==> src/rtl/uart_fft_pkg.sv <==
// rtl/uart_fft_pkg.sv - shared types and constants for the UART I/Q receive path
package uart_fft_pkg;

    localparam int CLKS_PER_BIT_DEFAULT = 10;
    localparam int DW_DEFAULT           = 8;

    function automatic int half_bit(input int clks_per_bit);
        return clks_per_bit / 2;
    endfunction

    localparam int HALF_BIT = half_bit(CLKS_PER_BIT_DEFAULT);

    typedef enum logic [1:0] {
        ST_IDLE,
        ST_START,
        ST_DATA,
        ST_STOP
    } rx_state_e;

    typedef struct packed {
        logic signed [DW_DEFAULT-1:0] re;
        logic signed [DW_DEFAULT-1:0] im;
    } cplx_t;

endpackage

==> src/rtl/uart_rx_byte.sv <==
// rtl/uart_rx_byte.sv - 8N1 UART byte receiver with 2-flop line synchroniser
module uart_rx_byte
    import uart_fft_pkg::*;
#(
    parameter int CLKS_PER_BIT = CLKS_PER_BIT_DEFAULT,
    parameter int DW           = DW_DEFAULT
) (
    input  logic          clk,
    input  logic          rst,
    input  logic          rx_i,
    output logic          byte_valid_o,
    output logic [DW-1:0] byte_data_o,
    output logic          stop_ok_o
);

    localparam int HALF = half_bit(CLKS_PER_BIT);
    localparam int CW   = $clog2(CLKS_PER_BIT);
    localparam int BW   = $clog2(DW);
    localparam logic [CW-1:0] HALF_END = CW'(HALF - 1);
    localparam logic [CW-1:0] BIT_END  = CW'(CLKS_PER_BIT - 1);
    localparam logic [BW-1:0] LAST_BIT = BW'(DW - 1);

    logic [1:0]    sync_q;
    logic          rx_s;
    rx_state_e     state_q, state_d;
    logic [CW-1:0] cnt_q, cnt_d;
    logic [BW-1:0] bit_q, bit_d;
    logic [DW-1:0] sh_q, sh_d;

    assign rx_s = sync_q[1];

    always_ff @(posedge clk or posedge rst) begin
        if (rst) begin
            sync_q  <= 2'b11;
            state_q <= ST_IDLE;
            cnt_q   <= '0;
            bit_q   <= '0;
            sh_q    <= '0;
        end else begin
            sync_q  <= {sync_q[0], rx_i};
            state_q <= state_d;
            cnt_q   <= cnt_d;
            bit_q   <= bit_d;
            sh_q    <= sh_d;
        end
    end

    always_comb begin
        state_d = state_q;
        case (state_q)
            ST_IDLE:  if (!rx_s) state_d = ST_START;
            ST_START: if (cnt_q == HALF_END) state_d = rx_s ? ST_IDLE : ST_DATA;
            ST_DATA:  if (cnt_q == BIT_END && bit_q == LAST_BIT) state_d = ST_STOP;
            // Leave mid-stop-bit so a start bit right after a single stop bit is seen.
            ST_STOP:  if (cnt_q == BIT_END) state_d = ST_IDLE;
            default:  state_d = ST_IDLE;
        endcase
    end

    always_comb begin
        cnt_d = cnt_q + CW'(1);
        bit_d = bit_q;
        sh_d  = sh_q;
        case (state_q)
            ST_IDLE: begin
                cnt_d = '0;
                bit_d = '0;
            end
            ST_START: if (cnt_q == HALF_END) cnt_d = '0;
            ST_DATA: begin
                if (cnt_q == BIT_END) begin
                    cnt_d = '0;
                    sh_d  = {rx_s, sh_q[DW-1:1]};
                    bit_d = bit_q + BW'(1);
                end
            end
            ST_STOP: ;
            default: cnt_d = '0;
        endcase
    end

    always_comb begin
        byte_valid_o = (state_q == ST_STOP) && (cnt_q == BIT_END);
        byte_data_o  = sh_q;
        stop_ok_o    = rx_s;
    end

endmodule

==> src/rtl/uart_iq_rx_assembler.sv <==
// rtl/uart_iq_rx_assembler.sv - pairs UART bytes into I/Q samples with index; UART_FRAMING_CHECK_EN enables stop-bit checking
module uart_iq_rx_assembler
    import uart_fft_pkg::*;
#(
    parameter int N            = 256,
    parameter int CLKS_PER_BIT = CLKS_PER_BIT_DEFAULT,
    parameter int DW           = DW_DEFAULT
) (
    input  logic                 clk,
    input  logic                 rst,
    input  logic                 rx_i,
    output logic                 out_valid,
    input  logic                 out_ready,
    output logic signed [DW-1:0] out_re,
    output logic signed [DW-1:0] out_im,
    output logic [$clog2(N)-1:0] out_idx,
    output logic                 out_last,
    output logic                 overrun,
    output logic                 frame_err
);

    localparam int IW = $clog2(N);

    logic          byte_valid, stop_ok, byte_ok;
    logic [DW-1:0] byte_data;

    logic          phase_q, phase_d;
    logic [DW-1:0] re_q, re_d;
    logic [IW-1:0] idx_q, idx_d;
    logic          valid_q, valid_d;
    logic [DW-1:0] ore_q, ore_d, oim_q, oim_d;
    logic [IW-1:0] oidx_q, oidx_d;
    logic          ovr_q, ovr_d;
    logic          ferr_q, ferr_d;

    uart_rx_byte #(.CLKS_PER_BIT(CLKS_PER_BIT), .DW(DW)) u_rx (
        .clk          (clk),
        .rst          (rst),
        .rx_i         (rx_i),
        .byte_valid_o (byte_valid),
        .byte_data_o  (byte_data),
        .stop_ok_o    (stop_ok)
    );

`ifdef UART_FRAMING_CHECK_EN
    assign byte_ok = byte_valid && stop_ok;
`else
    logic unused_stop_ok;
    assign unused_stop_ok = stop_ok;
    assign byte_ok        = byte_valid;
`endif

    always_comb begin
        phase_d = phase_q;
        re_d    = re_q;
        idx_d   = idx_q;
        valid_d = valid_q;
        ore_d   = ore_q;
        oim_d   = oim_q;
        oidx_d  = oidx_q;
        ovr_d   = ovr_q;
        ferr_d  = 1'b0;
        if (valid_q && out_ready) valid_d = 1'b0;
        if (byte_ok) begin
            if (!phase_q) begin
                re_d    = byte_data;
                phase_d = 1'b1;
            end else begin
                phase_d = 1'b0;
                idx_d   = idx_q + IW'(1);
                // The index advances even when the sample is dropped.
                if (!valid_q || out_ready) begin
                    valid_d = 1'b1;
                    ore_d   = re_q;
                    oim_d   = byte_data;
                    oidx_d  = idx_q;
                end else begin
                    ovr_d = 1'b1;
                end
            end
        end
`ifdef UART_FRAMING_CHECK_EN
        if (byte_valid && !stop_ok) begin
            ferr_d  = 1'b1;
            phase_d = 1'b0;
        end
`endif
    end

    always_ff @(posedge clk or posedge rst) begin
        if (rst) begin
            phase_q <= 1'b0;
            re_q    <= '0;
            idx_q   <= '0;
            valid_q <= 1'b0;
            ore_q   <= '0;
            oim_q   <= '0;
            oidx_q  <= '0;
            ovr_q   <= 1'b0;
            ferr_q  <= 1'b0;
        end else begin
            phase_q <= phase_d;
            re_q    <= re_d;
            idx_q   <= idx_d;
            valid_q <= valid_d;
            ore_q   <= ore_d;
            oim_q   <= oim_d;
            oidx_q  <= oidx_d;
            ovr_q   <= ovr_d;
            ferr_q  <= ferr_d;
        end
    end

    assign out_valid = valid_q;
    assign out_re    = ore_q;
    assign out_im    = oim_q;
    assign out_idx   = oidx_q;
    assign out_last  = (oidx_q == IW'(N - 1));
    assign overrun   = ovr_q;
`ifdef UART_FRAMING_CHECK_EN
    assign frame_err = ferr_q;
`else
    logic unused_ferr;
    assign unused_ferr = ferr_q;
    assign frame_err   = 1'b0;
`endif

endmodule

==> config.mk <==
export PLATFORM = sky130hd
export DESIGN_NAME = uart_iq_rx_assembler
export DESIGN_NICKNAME = d
export VERILOG_FILES = /design/src/rtl/uart_fft_pkg.sv /design/src/rtl/uart_rx_byte.sv /design/src/rtl/uart_iq_rx_assembler.sv
export SDC_FILE = /design/constraint.sdc
export NUM_CORES = 1
export LEC_CHECK = 0
export ABC_CLOCK_PERIOD_IN_PS = 2400
export BUFFER_PORTS_ARGS = -buffer_cell sky130_fd_sc_hd__buf_2
export CAP_MARGIN = 5
export CORE_ASPECT_RATIO = 2
export CORE_MARGIN = 4
export CORE_UTILIZATION = 40
export DETAILED_ROUTE_END_ITERATION = 8
export PLACE_DENSITY = 0.55
export SLEW_MARGIN = 0
export SYNTH_ARGS = -nofsm -noshare
export SYNTH_HDL_FRONTEND = slang
export SYNTH_HIERARCHICAL = 1
export SYNTH_SLANG_ARGS = --single-unit
==> constraint.sdc <==
create_clock -name clk -period 2.4 [get_ports clk]
set_input_delay 0.48 -clock clk [delete_from_list [all_inputs] [get_ports clk]]
set_output_delay 0.48 -clock clk [all_outputs]
set_load 0.01 [all_outputs]
; Word level (Yosys, flattened, before mapping)
; Cells that the tools add are included.
[totals]
regBits = 62
in_bits = 4
word_cells = 60
[op_classes]
n_reduce_logical = 14
mux = 16
add_sub_neg = 3
n_bitwise = 2
eq_ne = 12
[op_table]
columns = operator, n
row1 = 4-bit case mux with 3 select lines, 1
row2 = 2-bit 2-to-1 mux, 5
row3 = 8-bit by 1-bit adder with 8-bit output (second input constant), 1
row4 = 8-bit == test (second input constant), 1
row5 = 4-bit 2-to-1 mux, 2
row6 = 2-bit by 1-bit inequality test with 1-bit output (second input constant), 4
row7 = 2-bit case mux with 4 select lines, 1
row8 = 2-bit AND reduction, 4
row9 = 3-bit case mux with 2 select lines, 1
row10 = 3-bit AND reduction, 2
row11 = 1-bit 2-to-1 mux, 5
row12 = 4-bit by 1-bit adder with 4-bit output (second input constant), 1
row13 = 2-bit == test (second input constant), 2
row14 = 4-bit by 3-bit == test with 1-bit output (second input constant), 1
row15 = 4-bit == test (second input constant), 1
row16 = 4-bit AND reduction, 1
row17 = 3-bit by 1-bit adder with 3-bit output (second input constant), 1
row18 = 3-bit == test (second input constant), 1
row19 = 1-bit logical AND, 3
row20 = 3-bit 2-to-1 mux, 1
row21 = 2-bit by 1-bit == test with 1-bit output (second input constant), 1
row22 = 2-bit logical NOT, 1
row23 = 2-bit inequality test (second input constant), 1
row24 = 1-bit inverter, 2
row25 = 3 further kinds, 3

; Depth between registers and ports, before layout
; Gate-level depths: netlist of run 1.
[logic_depth]
depth_word = 5
ltp_mapped = 10
depth_no_buf = 8

; Hierarchy
; The synthesis of run 1 kept the hierarchy.
[modules_own_cells]
columns = module, instances, seq_area_each_um2, area_each_um2, cells_per_inst
row1 = uart_iq_rx_assembler, 1, 1076.0, 1705.4, 111
row2 = uart_rx_byte, 1, 478.0, 874.6, 72

; Worst setup path after synthesis of run 1
; Ideal clock, no wire load.
[synth_path]
path_kind = reg2reg
from = register u_rx.cnt_q[1]
to = register oim_q[3], in the netlist out_im[3]
required_time_ns = 2.275
period_less_slack_ns = 2.061
path_stages_with_launch = 11
arrival_ns = 1.936
setup_slack_ns = 0.339
path_cell_list = dfrtp_1 inv_1 ha_1 and3b_2 nand2_1 nor2_1 nand2_2 nor2b_4 buf_6 buf_8 mux2_2
[synth_via]
elab_chain_cells = 3
[synth_lines]
columns = element, line_no
row1 = start: declaration, uart_rx_byte.sv:26  ; logic [CW-1:0] cnt_q, cnt_d;
row2 = start signal: assignment, uart_rx_byte.sv:42  ; cnt_q <= cnt_d;
row3 = 4-bit == test, uart_rx_byte.sv:83  ; byte_valid_o = (state_q == ST_STOP) && (cnt_q == BIT_END);
row4 = 1-bit logical AND, uart_rx_byte.sv:83
row5 = named net byte_ok, uart_iq_rx_assembler.sv:24  ; logic byte_valid, stop_ok, byte_ok;
row6 = 3-bit AND reduction (no line), n/a
row7 = end signal: assignment, uart_iq_rx_assembler.sv:107  ; oim_q <= oim_d;
row8 = end: declaration, uart_iq_rx_assembler.sv:31  ; logic [DW-1:0] ore_q, ore_d, oim_q, oim_d;
; The timed path passes the listed nets, and every way through them passes these cells.
; A chain may end at the register's enable or synchronous reset.

; Final worst setup path of run 1
[layout_path]
from = register u_rx.cnt_q[1]
to = register oim_q[4], in the netlist out_im[4]
; Same word-level chain as after synthesis.

==> results of run 1 <==
## flip-flops by register name, indices dropped and copies added (netlist names), named ones only
name and flops:
u_rx/byte_data_o 8, u_rx/sync_q 2, u_rx/cnt_q 4, re_q 8, out_idx 8, overrun 1
out_im 8, out_valid 1, idx_q 8, u_rx/state_q 1, out_re 8, phase_q 1
u_rx/bit_q 3
## stage by stage
step / cell area, µm² / std cells
after floorplan: 2580 / 183
after global placement: 2820 / 296
after detailed placement: 2820 / 296
after CTS: 3150 / 312
after global routing: 3150 / 312
final: 3150 / 312
## worst max-delay path: cells and delay by family (launching register included)
kind	cells	cell delay, ns
AND/OR/NAND/NOR	5	0.73
flip-flops	1	0.40
multiplexers	1	0.36
buffers and inverters	2	0.27
adder cells (fa/ha/maj)	1	0.19
## synthesized netlist by cell type
cell	n	area (µm²)
and3b_2	1	10.0
nor2_1	8	30.0
xnor2_1	6	52.6
clkbuf_1	2	7.51
or3_4	1	11.3
a32oi_1	1	8.76
inv_1	6	22.5
nand2_1	10	37.5
mux2_2	40	450
o21ai_0	3	15.0
mux2i_1	1	10.0
and3b_1	1	8.76
a21o_1	1	7.51
buf_4	1	7.51
nand2b_1	1	6.26
and4_1	1	8.76
a22oi_1	2	15.0
nor2b_4	1	13.8
nand4_1	3	18.8
mux2_4	1	15.0
nor4b_1	1	8.76
xor2_1	4	35.0
a31oi_1	1	6.26
and3_1	1	6.26
o21bai_1	1	7.51
nor2b_1	1	6.26
nand2_2	2	12.5
buf_6	1	11.3
conb_1	1	3.75
nor3_1	2	10.0
nand3b_1	2	15.0
and4bb_4	1	16.3
nor4bb_1	1	10.0
buf_2	1	5.00
buf_8	2	30.0
dfstp_2	2	52.6
dfrtp_1	60	1500
ha_1	6	75.1
nand3_1	2	10.0
## cells by family (layout without fill, tap and decap cells)
logic type | after synthesis | count (layout) | share of synthesized area (%)
buffers and inverters | 13 | 56 | 3.25
other | 1 | 1 | 0.145
multiplexers | 42 | 42 | 18.4
AO/OA/AOI/OAI | 9 | 9 | 2.33
adder cells (fa/ha/maj) | 6 | 6 | 2.91
XOR/XNOR | 10 | 10 | 3.39
AND/OR/NAND/NOR | 40 | 40 | 9.31
flip-flops | 62 | 62 | 60.2
## cell type report
| type | count | area [µm²] | share of cell area (%) |
|---|---|---|---|
| Sequential cell | 62 | 1550 | 49.3 |
| Tap cell | 86 | 108 | 3.41 |
| Clock inverter | 5 | 81.3 | 2.58 |
| Inverter | 6 | 22.5 | 0.714 |
| Timing Repair Buffer | 34 | 193 | 6.11 |
| Multi-Input combinational cell | 108 | 942 | 29.9 |
| Clock buffer | 11 | 253 | 8.02 |
## worst paths after layout
check                                                   to  depth (start not counted)
setup / recovery                     out_im[4]$_DFFE_PP0P_                          9
hold / removal                    u_rx/sync_q[0]$_DFF_PP1_                          1
setup reg to reg                     out_im[4]$_DFFE_PP0P_                          9
hold reg to reg                   u_rx/sync_q[1]$_DFF_PP1_                          0
max in group asynchronous  u_rx/byte_data_o[3]$_DFFE_PP0P_                          2
min in group asynchronous        u_rx/bit_q[0]$_DFFE_PP0P_                          2
## power by group
part | switching, mW | internal [mW]
sequential | 0.116 | 1.13
combinational | 0.138 | 0.136
clock | 0.431 | 0.963
## routing by layer
layer / vias up / track usage [%] / part of all wire [%]
li1: 705 / - / -
met1: 763 / 13.7 / 37
met2: 27 / 23.7 / 55
met3: 10 / 3.51 / 4.0
met4: 0 / 8.74 / 3.2
met5: - / 0 / 0
==> results.sh, run 1 <==
export IMPL_clkSinkCount=62
export IMPL_crit_required_ns=2.60
export IMPL_final_cell_mix="dfrtp_1 (60), mux2_2 (40), buf_2 (30)"
export IMPL_holdWs_ns=0.252
export IMPL_fillCellCount=556
export IMPL_num_vias=1505
export IMPL_worstSetupEndpointType="flop"
export IMPL_core_area_um2=6310
export IMPL_h_tree_depth=3
export IMPL_cts_tree="built"
export IMPL_antenna_found_initial=0
export IMPL_post_place_ws_ns=0.319
export IMPL_cellPowerDensity_nw_per_um2=923
export IMPL_cts_path_max_buffers=2
export IMPL_max_freq_mhz=483
export IMPL_cellLeakagePower_nw=1.66
export IMPL_critPathMaxStageDelay_ns=0.40
export IMPL_startpoint="u_rx/cnt_q[1]$_DFF_PP0_"
export IMPL_drive_gt1_share_pct=43.8
export IMPL_start_util_pct=40.9
export IMPL_die_h_um=122
export IMPL_syn_instance_count=183
export IMPL_mostFrequentLayoutCell="dfrtp_1"
export IMPL_die_area_um2=7880
export IMPL_hold_violations=0
export IMPL_finalMaxSlewViolations=0
export IMPL_r2r_slack_ns=0.33
export IMPL_diodes=0
export IMPL_finalPower_mw=2.91
export IMPL_finalWirelength_um=4490
export IMPL_wl_per_cell_um=14.4
export IMPL_hp_start="rx_i"
export IMPL_die_w_um=64.8
export IMPL_setup_tns_ns=0
export IMPL_maxSlewHeadroom_pct=51.9
export IMPL_cts_buffers=9
export IMPL_drc_errors=0
export IMPL_layout_nets=231
export IMPL_crit_fanout=24
export IMPL_min_period_ns=2.07
export IMPL_synth_nets=193
export IMPL_min_path_type="input pin to flop"
export IMPL_routed_via_density=4.82
export IMPL_io_pins=32
export IMPL_vdd_drop_max_v=0.000520
export IMPL_cts_resized=0
export IMPL_yosysWarnings=6
export IMPL_grt_pass1_wl_um=7820
export IMPL_gr_total_overflow=0
export IMPL_rr_startpoint="u_rx/cnt_q[1]$_DFF_PP0_"
export IMPL_path_clk_slew_ns=0.05
export IMPL_ys_ff_latch=62
export IMPL_io_buffers=30
export IMPL_dp_hpwl_um=3370
export IMPL_grt_pass1_vias=1630
export IMPL_fin_ws_ns=0.328
export IMPL_skew_ns=0.00531
export IMPL_cts_root_buf="clkbuf_16"
export IMPL_grtUsageTotal_pct=13.5
export IMPL_path_cells="inv_1 > ha_1 > and3b_2 > nand2_1 > nor2_1 > nand2_2 > nor2b_4 > buf_12 > mux2_2"
export IMPL_worstSetupPathType="flop to flop"
export IMPL_initialDrtViolationCount=59
export IMPL_yosysSeqAreaShare_pct=60.2
export IMPL_syn_avg_cell_area_um2=14.1
export IMPL_grt_setup_unrepaired="false"
export IMPL_status="finished clean"
export IMPL_cpMaxStageDelayCell="dfrtp_1"
export IMPL_finalCritPeriodShare_pct=86.3
export IMPL_ctsHoldBuffers=0
export IMPL_post_cts_buffers=0
export IMPL_startpoint_type="flop"
export IMPL_utilization_pct=50.0
export IMPL_grt_max_degree=44
export IMPL_gp_congestion=0.740
export IMPL_syn_to_final_growth_pct=22.2
export IMPL_setup_viol=0
export IMPL_clock_latency_ns=0.32
export IMPL_worstMarginPinSlew_ns=0.721
export IMPL_yosysUniqueCellTypes=39
export IMPL_rows=41
export IMPL_critPathArrivalTime_ns=2.27
export IMPL_ant_nets=0
export IMPL_maxCapViolations=0
export IMPL_synth_area_um2=2580
export IMPL_dr_pass1_iters=4
Note: power is estimated with default switching activity, not from simulation.
==> inputs of run 2 (changes only) <==
--- a/config.mk
+++ b/config.mk
@@ -8,11 +8,11 @@
 export ABC_CLOCK_PERIOD_IN_PS = 2400
 export BUFFER_PORTS_ARGS = -buffer_cell sky130_fd_sc_hd__buf_2
 export CAP_MARGIN = 5
-export CORE_ASPECT_RATIO = 2
 export CORE_MARGIN = 4
 export CORE_UTILIZATION = 40
 export DETAILED_ROUTE_END_ITERATION = 8
 export PLACE_DENSITY = 0.55
+export RECOVER_POWER = 25
 export SLEW_MARGIN = 0
 export SYNTH_ARGS = -nofsm -noshare
 export SYNTH_HDL_FRONTEND = slang
==> run 2 against run 1 <==
Sequential share of layout area up 2.1 points; largest cell class unchanged; clock skew up 0.0039 ns; largest power group is now sequential cells; combinational power about the same; via count about the same; critical path type unchanged.
==> results.sh, run 2 (synthesis results as in run 1) <==
export IMPL_status="finished clean"
export IMPL_hold_violations=0
export IMPL_dp_hpwl_um=3120
export IMPL_die_h_um=88.3
export IMPL_cellLeakagePower_nw=1.61
export IMPL_maxSlewHeadroom_pct=13.1
export IMPL_rows=28
export IMPL_num_vias=1506
export IMPL_grt_pass1_vias=1571
export IMPL_endpoint="out_im[4]$_DFFE_PP0P_"
export IMPL_path_cells="inv_1 > ha_1 > and3b_2 > nand2_1 > nor2_1 > nand2_2 > nor2b_4 > buf_12 > mux2_2"
export IMPL_diodes=0
export IMPL_gr_total_overflow=0
export IMPL_worstSetupPathType="flop to flop"
export IMPL_start_util_pct=42.3
export IMPL_cts_resized=0
export IMPL_worstReg2RegEnd="out_im[4]$_DFFE_PP0P_"
export IMPL_critPathArrivalTime_ns=2.26
export IMPL_drive_gt1_share_pct=42.9
export IMPL_antenna_found_initial=0
export IMPL_core_area_um2=6100
export IMPL_routed_via_density=5.00
export IMPL_final_area_um2=3020
export IMPL_r2r_slack_ns=0.35
export IMPL_crit_required_ns=2.61
export IMPL_final_cell_mix="dfrtp_1 (60), mux2_2 (40), buf_2 (30)"
export IMPL_skew_ns=0.00918
export IMPL_wl_per_cell_um=14.5
export IMPL_grtUsageTotal_pct=12.8
export IMPL_min_path_type="input pin to async pin"
export IMPL_grt_max_degree=30
export IMPL_finalMaxSlewViolations=0
export IMPL_rr_worst_depth=9
export IMPL_clock_latency_ns=0.33
export IMPL_finalWirelength_um=4370
export IMPL_die_w_um=88.3
export IMPL_worstMarginPinSlew_ns=1.30
export IMPL_mostFrequentLayoutCell="dfrtp_1"
export IMPL_cts_buffers=9
export IMPL_ant_nets=0
export IMPL_cts_path_max_buffers=2
export IMPL_path_clk_slew_ns=0.07
export IMPL_startpoint="u_rx/cnt_q[1]$_DFF_PP0_"
export IMPL_setup_viol=0
export IMPL_io_buffers=30
export IMPL_startpoint_type="flop"
export IMPL_cts_root_buf="clkbuf_8"
export IMPL_rr_startpoint="u_rx/cnt_q[1]$_DFF_PP0_"
export IMPL_finalCritPeriodShare_pct=85.4
export IMPL_critPathMaxStageDelay_ns=0.39
export IMPL_crit_fanout=24
export IMPL_layout_nets=231
export IMPL_h_tree_depth=3
export IMPL_grt_pass1_wl_um=7470
export IMPL_cts_tree="built"
export IMPL_gp_congestion=0.762
export IMPL_die_area_um2=7800
export IMPL_syn_to_final_growth_pct=17.2
export IMPL_io_pins=32
export IMPL_grt_setup_unrepaired="false"
export IMPL_drc_errors=0
export IMPL_min_period_ns=2.05
export IMPL_ctsHoldBuffers=0
export IMPL_cpMaxStageDelayCell="dfrtp_1"
export IMPL_max_freq_mhz=488
export IMPL_worstSetupEndpointType="flop"
export IMPL_finalPower_mw=2.49
export IMPL_maxCapViolations=0
export IMPL_initialDrtViolationCount=31
export IMPL_vdd_drop_max_v=0.000440
export IMPL_cellPowerDensity_nw_per_um2=823
export IMPL_post_cts_buffers=0
export IMPL_dpl_cell_area_um2=2820
export IMPL_dr_pass1_iters=4
export IMPL_clkSinkCount=62
export IMPL_setup_tns_ns=0
run 2: cell count changes in the layout (fill, tap and decap cells not counted), sizes merged:
cell          change
clkbuf            -1
buf               -1
clkinv            +1
dlymetal6s4s      +1
run 2: per-stage QoR:
stage	hold WS [ns]	setup WS, ns	cells	utilization, %
floorplan	0.345	0.339	183	-
global placement	0.348	0.403	285	46.2
detailed placement	0.348	0.342	285	46.2
CTS	0.231	0.323	301	49.7
global route	0.226	0.112	301	49.6
finish	0.203	0.349	301	49.6
run 2: final cells by class:
class | instances | area (µm²)
Fill cell | 562 | 3070
Sequential cell | 62 | 1550
Multi-Input combinational cell | 108 | 942
Timing Repair Buffer | 34 | 198
Clock buffer | 10 | 128
Tap cell | 75 | 93.8
Clock inverter | 6 | 86.3
Inverter | 6 | 22.5
run 2: power by group:
| group | internal, mW | switching (mW) |
|---|---|---|
| clock | 0.583 | 0.387 |
| combinational | 0.137 | 0.141 |
| sequential | 1.12 | 0.118 |
run 2: how the worst min path moves through the flow:
stage,slack [ns],cells past startpoint,end
after floorplan,0.35,0,u_rx/sync_q[1]$_DFF_PP1_
after global placement,0.35,0,u_rx/sync_q[1]$_DFF_PP1_
after detailed placement,0.35,0,u_rx/sync_q[1]$_DFF_PP1_
after CTS,0.23,2,out_idx[3]$_DFFE_PP0P_
after global routing,0.23,1,u_rx/sync_q[0]$_DFF_PP1_
final,0.20,2,phase_q$_DFFE_PP0P_
run 2: worst max-delay path, delay by kind of cell (launching register included):
kind                       cells  cell delay (ns)
muxes                          1             0.35
adders and majority gates      1             0.18
buffers and inverters          2             0.26
DFF                            1             0.39
and+or+nand+nor                5             0.74
run 2: layer usage:
layer	part of all wire [%]	GRT usage, %
met1	43	14.9
met2	52	21.4
met3	3.9	3.17
met4	1.4	7.28
met5	0	0
